$ cat src/rtl/mem_port_arbiter.sv
`default_nettype none
// ============================================================================
// Module   : mem_port_arbiter
// Brief    : Shares one single-port block-RAM between io, mem and if
//            requesters (io > mem > if, with an if starvation guard).
// Revision : 1.0
// ============================================================================
module mem_port_arbiter #(
  parameter int ADDR_W     = 14,
  parameter int DATA_W     = 32,
  parameter int MEM_LAT    = 1,
  parameter int STARVE_MAX = 3
) (
  input  logic              clk,
  input  logic              rst_n,
  input  logic              if_req,
  input  logic [ADDR_W-1:0] if_addr,
  output logic              if_ack,
  output logic [DATA_W-1:0] if_rdata,
  input  logic              mem_req,
  input  logic              mem_we,
  input  logic [ADDR_W-1:0] mem_addr,
  input  logic [DATA_W-1:0] mem_wdata,
  output logic              mem_ack,
  output logic [DATA_W-1:0] mem_rdata,
  input  logic              io_req,
  input  logic              io_we,
  input  logic [ADDR_W-1:0] io_addr,
  input  logic [DATA_W-1:0] io_wdata,
  output logic              io_ack,
  output logic              ram_en,
  output logic              ram_we,
  output logic [ADDR_W-1:0] ram_addr,
  output logic [DATA_W-1:0] ram_wdata,
  input  logic [DATA_W-1:0] ram_rdata,
  output logic              stall_req_if,
  output logic              stall_req_mem,
  output logic              busy
);

  localparam int                c_SC_W       = (STARVE_MAX < 1) ? 1 : $clog2(STARVE_MAX + 1);
  localparam logic [c_SC_W-1:0] c_STARVE_MAX = c_SC_W'(STARVE_MAX);
  localparam logic [1:0]        c_LAT_INIT   = 2'(MEM_LAT - 1);

  typedef enum logic [1:0] {
    IDLE  = 2'd0,
    ISSUE = 2'd1,
    WAIT  = 2'd2,
    RESP  = 2'd3
  } state_t;

  typedef enum logic [1:0] {
    OWN_IO  = 2'd0,
    OWN_MEM = 2'd1,
    OWN_IF  = 2'd2
  } owner_t;

  state_t              r_state;
  state_t              w_state_nxt;
  owner_t              r_owner;
  owner_t              w_grant;
  logic                w_any_req;
  logic                w_starved;
  logic                w_lat_done;
  logic [c_SC_W-1:0]   r_starve_cnt;
  logic [1:0]          r_lat_cnt;
  logic                r_we;
  logic                r_ram_en;
  logic                r_ram_we;
  logic [ADDR_W-1:0]   r_ram_addr;
  logic [DATA_W-1:0]   r_ram_wdata;
  logic [DATA_W-1:0]   r_if_rdata;
  logic [DATA_W-1:0]   r_mem_rdata;

  assign w_any_req  = io_req | mem_req | if_req;
  assign w_starved  = if_req && (r_starve_cnt == c_STARVE_MAX);
  assign w_lat_done = (r_lat_cnt == 2'd0);

  // A starved fetch outranks mem but never the loader.
  always_comb begin
    w_grant = OWN_IF;
    if (io_req)
      w_grant = OWN_IO;
    else if (w_starved)
      w_grant = OWN_IF;
    else if (mem_req)
      w_grant = OWN_MEM;
  end

  always_ff @(posedge clk or negedge rst_n) begin
    if (!rst_n)
      r_state <= IDLE;
    else
      r_state <= w_state_nxt;
  end

  always_comb begin
    w_state_nxt = r_state;
    case (r_state)
      IDLE:    if (w_any_req) w_state_nxt = ISSUE;
      ISSUE:   w_state_nxt = WAIT;
      WAIT:    if (w_lat_done) w_state_nxt = RESP;
      RESP:    w_state_nxt = IDLE;
      default: w_state_nxt = IDLE;
    endcase
  end

  always_ff @(posedge clk or negedge rst_n) begin
    if (!rst_n) begin
      r_owner      <= OWN_IO;
      r_starve_cnt <= '0;
      r_lat_cnt    <= 2'd0;
      r_we         <= 1'b0;
      r_ram_en     <= 1'b0;
      r_ram_we     <= 1'b0;
      r_ram_addr   <= '0;
      r_ram_wdata  <= '0;
      r_if_rdata   <= '0;
      r_mem_rdata  <= '0;
    end else begin
      r_ram_en <= 1'b0;
      r_ram_we <= 1'b0;
      case (r_state)
        IDLE: begin
          if (w_any_req) begin
            r_owner  <= w_grant;
            r_ram_en <= 1'b1;
            case (w_grant)
              OWN_IO: begin
                r_we        <= io_we;
                r_ram_we    <= io_we;
                r_ram_addr  <= io_addr;
                r_ram_wdata <= io_wdata;
              end
              OWN_MEM: begin
                r_we        <= mem_we;
                r_ram_we    <= mem_we;
                r_ram_addr  <= mem_addr;
                r_ram_wdata <= mem_wdata;
              end
              default: begin
                r_we        <= 1'b0;
                r_ram_we    <= 1'b0;
                r_ram_addr  <= if_addr;
                r_ram_wdata <= '0;
              end
            endcase
            if (!if_req || (w_grant == OWN_IF))
              r_starve_cnt <= '0;
            else if (r_starve_cnt != c_STARVE_MAX)
              r_starve_cnt <= r_starve_cnt + 1'b1;
          end
        end
        ISSUE: r_lat_cnt <= c_LAT_INIT;
        WAIT: begin
          if (w_lat_done) begin
            // Writes leave the requester's read-data register untouched.
            if (!r_we && (r_owner == OWN_IF))
              r_if_rdata <= ram_rdata;
            else if (!r_we && (r_owner == OWN_MEM))
              r_mem_rdata <= ram_rdata;
          end else begin
            r_lat_cnt <= r_lat_cnt - 2'd1;
          end
        end
        default: ;
      endcase
    end
  end

  assign ram_en    = r_ram_en;
  assign ram_we    = r_ram_we;
  assign ram_addr  = r_ram_addr;
  assign ram_wdata = r_ram_wdata;
  assign if_rdata  = r_if_rdata;
  assign mem_rdata = r_mem_rdata;

  assign io_ack  = (r_state == RESP) && (r_owner == OWN_IO);
  assign mem_ack = (r_state == RESP) && (r_owner == OWN_MEM);
  assign if_ack  = (r_state == RESP) && (r_owner == OWN_IF);
  assign busy    = (r_state != IDLE);

  assign stall_req_if  = if_req & ~if_ack;
  assign stall_req_mem = mem_req & ~mem_ack;

endmodule
`default_nettype wire

$ cat config.mk
export PLATFORM = sky130hd
export DESIGN_NAME = mem_port_arbiter
export DESIGN_NICKNAME = d
export VERILOG_FILES = /design/src/rtl/mem_port_arbiter.sv
export SDC_FILE = /design/constraint.sdc
export NUM_CORES = 1
export LEC_CHECK = 0
export BUFFER_PORTS_ARGS = -buffer_cell sky130_fd_sc_hd__buf_2
export CORE_ASPECT_RATIO = 0.8
export CORE_MARGIN = 2
export CORE_UTILIZATION = 42
export CTS_CLUSTER_SIZE = 14
export DETAILED_ROUTE_END_ITERATION = 10
export PLACE_DENSITY = 0.8
export SKIP_CTS_REPAIR_TIMING = 1
export SYNTH_ARGS = -nofsm -noshare
export SYNTH_HDL_FRONTEND = slang
export SYNTH_SLANG_ARGS = --single-unit
export TNS_END_PERCENT = 30
$ cat constraint.sdc
create_clock -name clk -period 1.6 [get_ports clk]
set_input_delay 0.16 -clock clk [delete_from_list [all_inputs] [get_ports clk]]
set_output_delay 0.16 -clock clk [all_outputs]
set_load 0.03 [all_outputs]
==> metrics <==
CTS root buffer=sky130_fd_sc_hd__clkbuf_16; number of endpoints with negative hold slack in the final report=0; top-level port count=263; most common cell after layout, fill and taps aside=sky130_fd_sc_hd__buf_2; result of the run=finished, violations left; total number of vias=5127; worst flop-to-flop path startpoint=r_state[0]$_DFFE_PN0P_; syn_area_per_cell=11.4 µm²; total wire length=17900 µm; number of diodes added for antenna fixing=0; final hold slack=approximately 7.7 ps; Layout Cells excl Fill=983; leading cell types by total area after synthesis=sky130_fd_sc_hd__dfrtp_1, sky130_fd_sc_hd__mux2_2, sky130_fd_sc_hd__a31oi_1; hold crit path type=input port to flip-flop; placed inst area=roughly 0.0070 mm²; later-pin clock latency in the skew report=410 ps; post-route standard cell area excluding fillers=0.00867 mm²; final worst clock skew=10.7 ps; Synth Net Count=roughly 630; remaining design rule violation count=0; WS Path Type=flip-flop to output pin; CTS Buf Count=17; Pre-Repair DR Iteration Count=4; gpl congestion=just over 0.8; peak clock frequency supported by timing=between 500 and 600 MHz; core region area=0.0127 mm²; biggest area consumer among synthesized cells=sky130_fd_sc_hd__dfrtp_1; crit share post-route=111%; worst voltage drop across the vdd grid=1.31 mV; die height=105 µm; transition at the pin with the smallest max-transition slack=362 ps; overall track demand over capacity in global routing=21.6%; pin count of the biggest net entering global routing=68; growth of design area from synthesis to finish=60.3%; FP Rows=37; capturing element type of the critical path=output pin; CP startpoint kind=flip-flop; area of the die=around 0.014 mm²; Vias per Instance=5.22; Total Power=19.2 mW; startpoint of the most critical setup path=r_state[1]$_DFFE_PN0P_; CTS H-tree lvls=4; utilization after layout=68.1%; fraction of layout instances using a drive strength above 1=55.9%; Sum Neg Setup Slack=-7110 ps; fraction of synthesized cell area taken by the top area cell type=56.0%; post-placement worst setup slack=-157 ps; DRT iter0 DRCs=370; number of I/O port buffers=around 260; via count of the first global-routing pass=4581; clk sink count=121; Power per Cell Area=2210 mW/mm²; flop and latch count out of synthesis=between 100 and 150; post-synthesis cell count=474; final count of negative-setup-slack endpoints=77; number of fillers in the final layout=about 900; post-synthesis instance area=0.00541 mm²; data arrival time at the worst-slack endpoint=roughly 1600 ps; final setup slack of the worst path=-171 ps; width of the die=131 µm; Yosys warning count=0; critical-path maximum fanout=3; clock tree from TritonCTS=yes; detailed-route wire length per cell=18.2 µm; number of pins exceeding their max-slew limit in the final report=0; post-placement cell count=approximately 900; max-capacitance violation count=0; initial standard-cell utilization of the core=42.5%; violated checks=negative setup slack; Clock Path Buffers=2; fraction of the yosys area taken by sequential cells=56.0%; residual overflow from global routing=0; commonest cells after routing, fill and taps aside=sky130_fd_sc_hd__buf_2, sky130_fd_sc_hd__dfrtp_1, sky130_fd_sc_hd__nand2_1; post-detail-place hpwl=around 11000 µm; required time of the critical path=1440 ps; distinct cell type count after synthesis=37; number of nets still failing antenna checks after routing=0; Worst Min Path Start=io_addr[5]; initial antenna violation count=0; Tmin final=1770 ps; leakage component of the power=4.16 nW; clock transition at the register clock pins on the worst setup and hold paths after CTS=60 ps; headroom to the max-slew limit=75.7%; global-route wire length before repair=23000 µm; RSZ-0062 raised after global routing=true; final net count=946
==> cell usage after synthesis <==
cell type / count
sky130_fd_sc_hd__clkbuf_1: 5
sky130_fd_sc_hd__nor3b_1: 2
sky130_fd_sc_hd__a21oi_1: 2
sky130_fd_sc_hd__o41a_1: 1
sky130_fd_sc_hd__inv_2: 3
sky130_fd_sc_hd__a21boi_4: 1
sky130_fd_sc_hd__o21ai_0: 6
sky130_fd_sc_hd__and2_1: 1
sky130_fd_sc_hd__a21bo_2: 1
sky130_fd_sc_hd__o31ai_1: 1
sky130_fd_sc_hd__a31oi_1: 46
sky130_fd_sc_hd__nand2b_1: 2
sky130_fd_sc_hd__buf_4: 2
sky130_fd_sc_hd__a22o_1: 2
sky130_fd_sc_hd__nor3_1: 14
sky130_fd_sc_hd__o22a_1: 1
sky130_fd_sc_hd__buf_2: 17
sky130_fd_sc_hd__or4b_2: 1
sky130_fd_sc_hd__nor2_1: 46
sky130_fd_sc_hd__nand3_1: 42
sky130_fd_sc_hd__and3b_1: 2
sky130_fd_sc_hd__inv_1: 5
sky130_fd_sc_hd__buf_6: 11
sky130_fd_sc_hd__nand3b_4: 1
sky130_fd_sc_hd__o41ai_1: 6
sky130_fd_sc_hd__mux2_2: 56
sky130_fd_sc_hd__nor3b_4: 2
sky130_fd_sc_hd__ha_1: 6
sky130_fd_sc_hd__dfrtp_1: 121
sky130_fd_sc_hd__o31ai_4: 1
sky130_fd_sc_hd__o41ai_2: 1
sky130_fd_sc_hd__and3_1: 1
sky130_fd_sc_hd__mux2_1: 9
sky130_fd_sc_hd__nand2_1: 51
sky130_fd_sc_hd__o211ai_1: 1
sky130_fd_sc_hd__o31ai_2: 1
sky130_fd_sc_hd__nor2b_1: 3
==> worst max-delay path: stages (launching register included) <==
cell and delay [ps]:
sky130_fd_sc_hd__dfrtp_1 430, sky130_fd_sc_hd__buf_6 140, sky130_fd_sc_hd__ha_4 150, sky130_fd_sc_hd__and3b_1 160
sky130_fd_sc_hd__nor2b_1 140, sky130_fd_sc_hd__buf_4 190
==> metal layers <==
layer  wire length (µm)  global-route usage (%)  share of wire (%)  vias up
met5                  0                       0                  0        -
met4                505                    6.00                2.8        0
met3               1260                    7.66                7.0       51
met2               8700                    34.7                 49      263
met1               7450                    27.5                 42     2479
li1                   -                       -                  -     2334
==> where the power goes <==
part	internal (mW)	switching, mW
logic	3.99	5.77
clock network	2.35	1.44
registers	4.58	1.03
total	10.9	8.24
==> state kept, by name, summed over array words and instances (netlist names) <==
signal,flops
if_rdata,32
ram_we,1
r_state,2
ram_wdata,32
r_lat_cnt,2
r_we,1
ram_addr,14
r_starve_cnt,2
ram_en,1
mem_rdata,32
r_owner,2
==> worst paths after layout <==
check,end,slack (ps),depth (start not counted)
setup / recovery,stall_req_if,-170,5
min in group asynchronous,ram_wdata[28]$_DFFE_PN0P_,330,3
hold reg to reg,ram_addr[9]$_DFFE_PN0P_,480,2
max in group asynchronous,r_state[0]$_DFFE_PN0P_,940,3
hold / removal,ram_addr[5]$_DFFE_PN0P_,8,3
setup reg to reg,mem_rdata[9]$_DFFE_PN0P_,-130,7
==> cell type report <==
cell class / instances / area [µm²] / area share, %
Clock buffer: 19 / 443 / 5.11
Tap cell: 175 / 219 / 2.53
Sequential cell: 121 / 3030 / 34.9
Clock inverter: 13 / 141 / 1.63
Timing Repair Buffer: 337 / 2290 / 26.4
Inverter: 8 / 35.0 / 0.404
Multi-Input combinational cell: 310 / 2510 / 29.0
==> cells by family after synthesis <==
kind of cell | after synthesis | synth area share (%)
AOI/OAI and AO/OA | 71 | 9.46
adders and majority gates | 6 | 1.39
buffers and inverters | 43 | 5.04
DFF | 121 | 56.0
muxes | 65 | 13.5
and+or+nand+nor | 168 | 14.6
No activity file was read; power rests on OpenSTA's default activity.
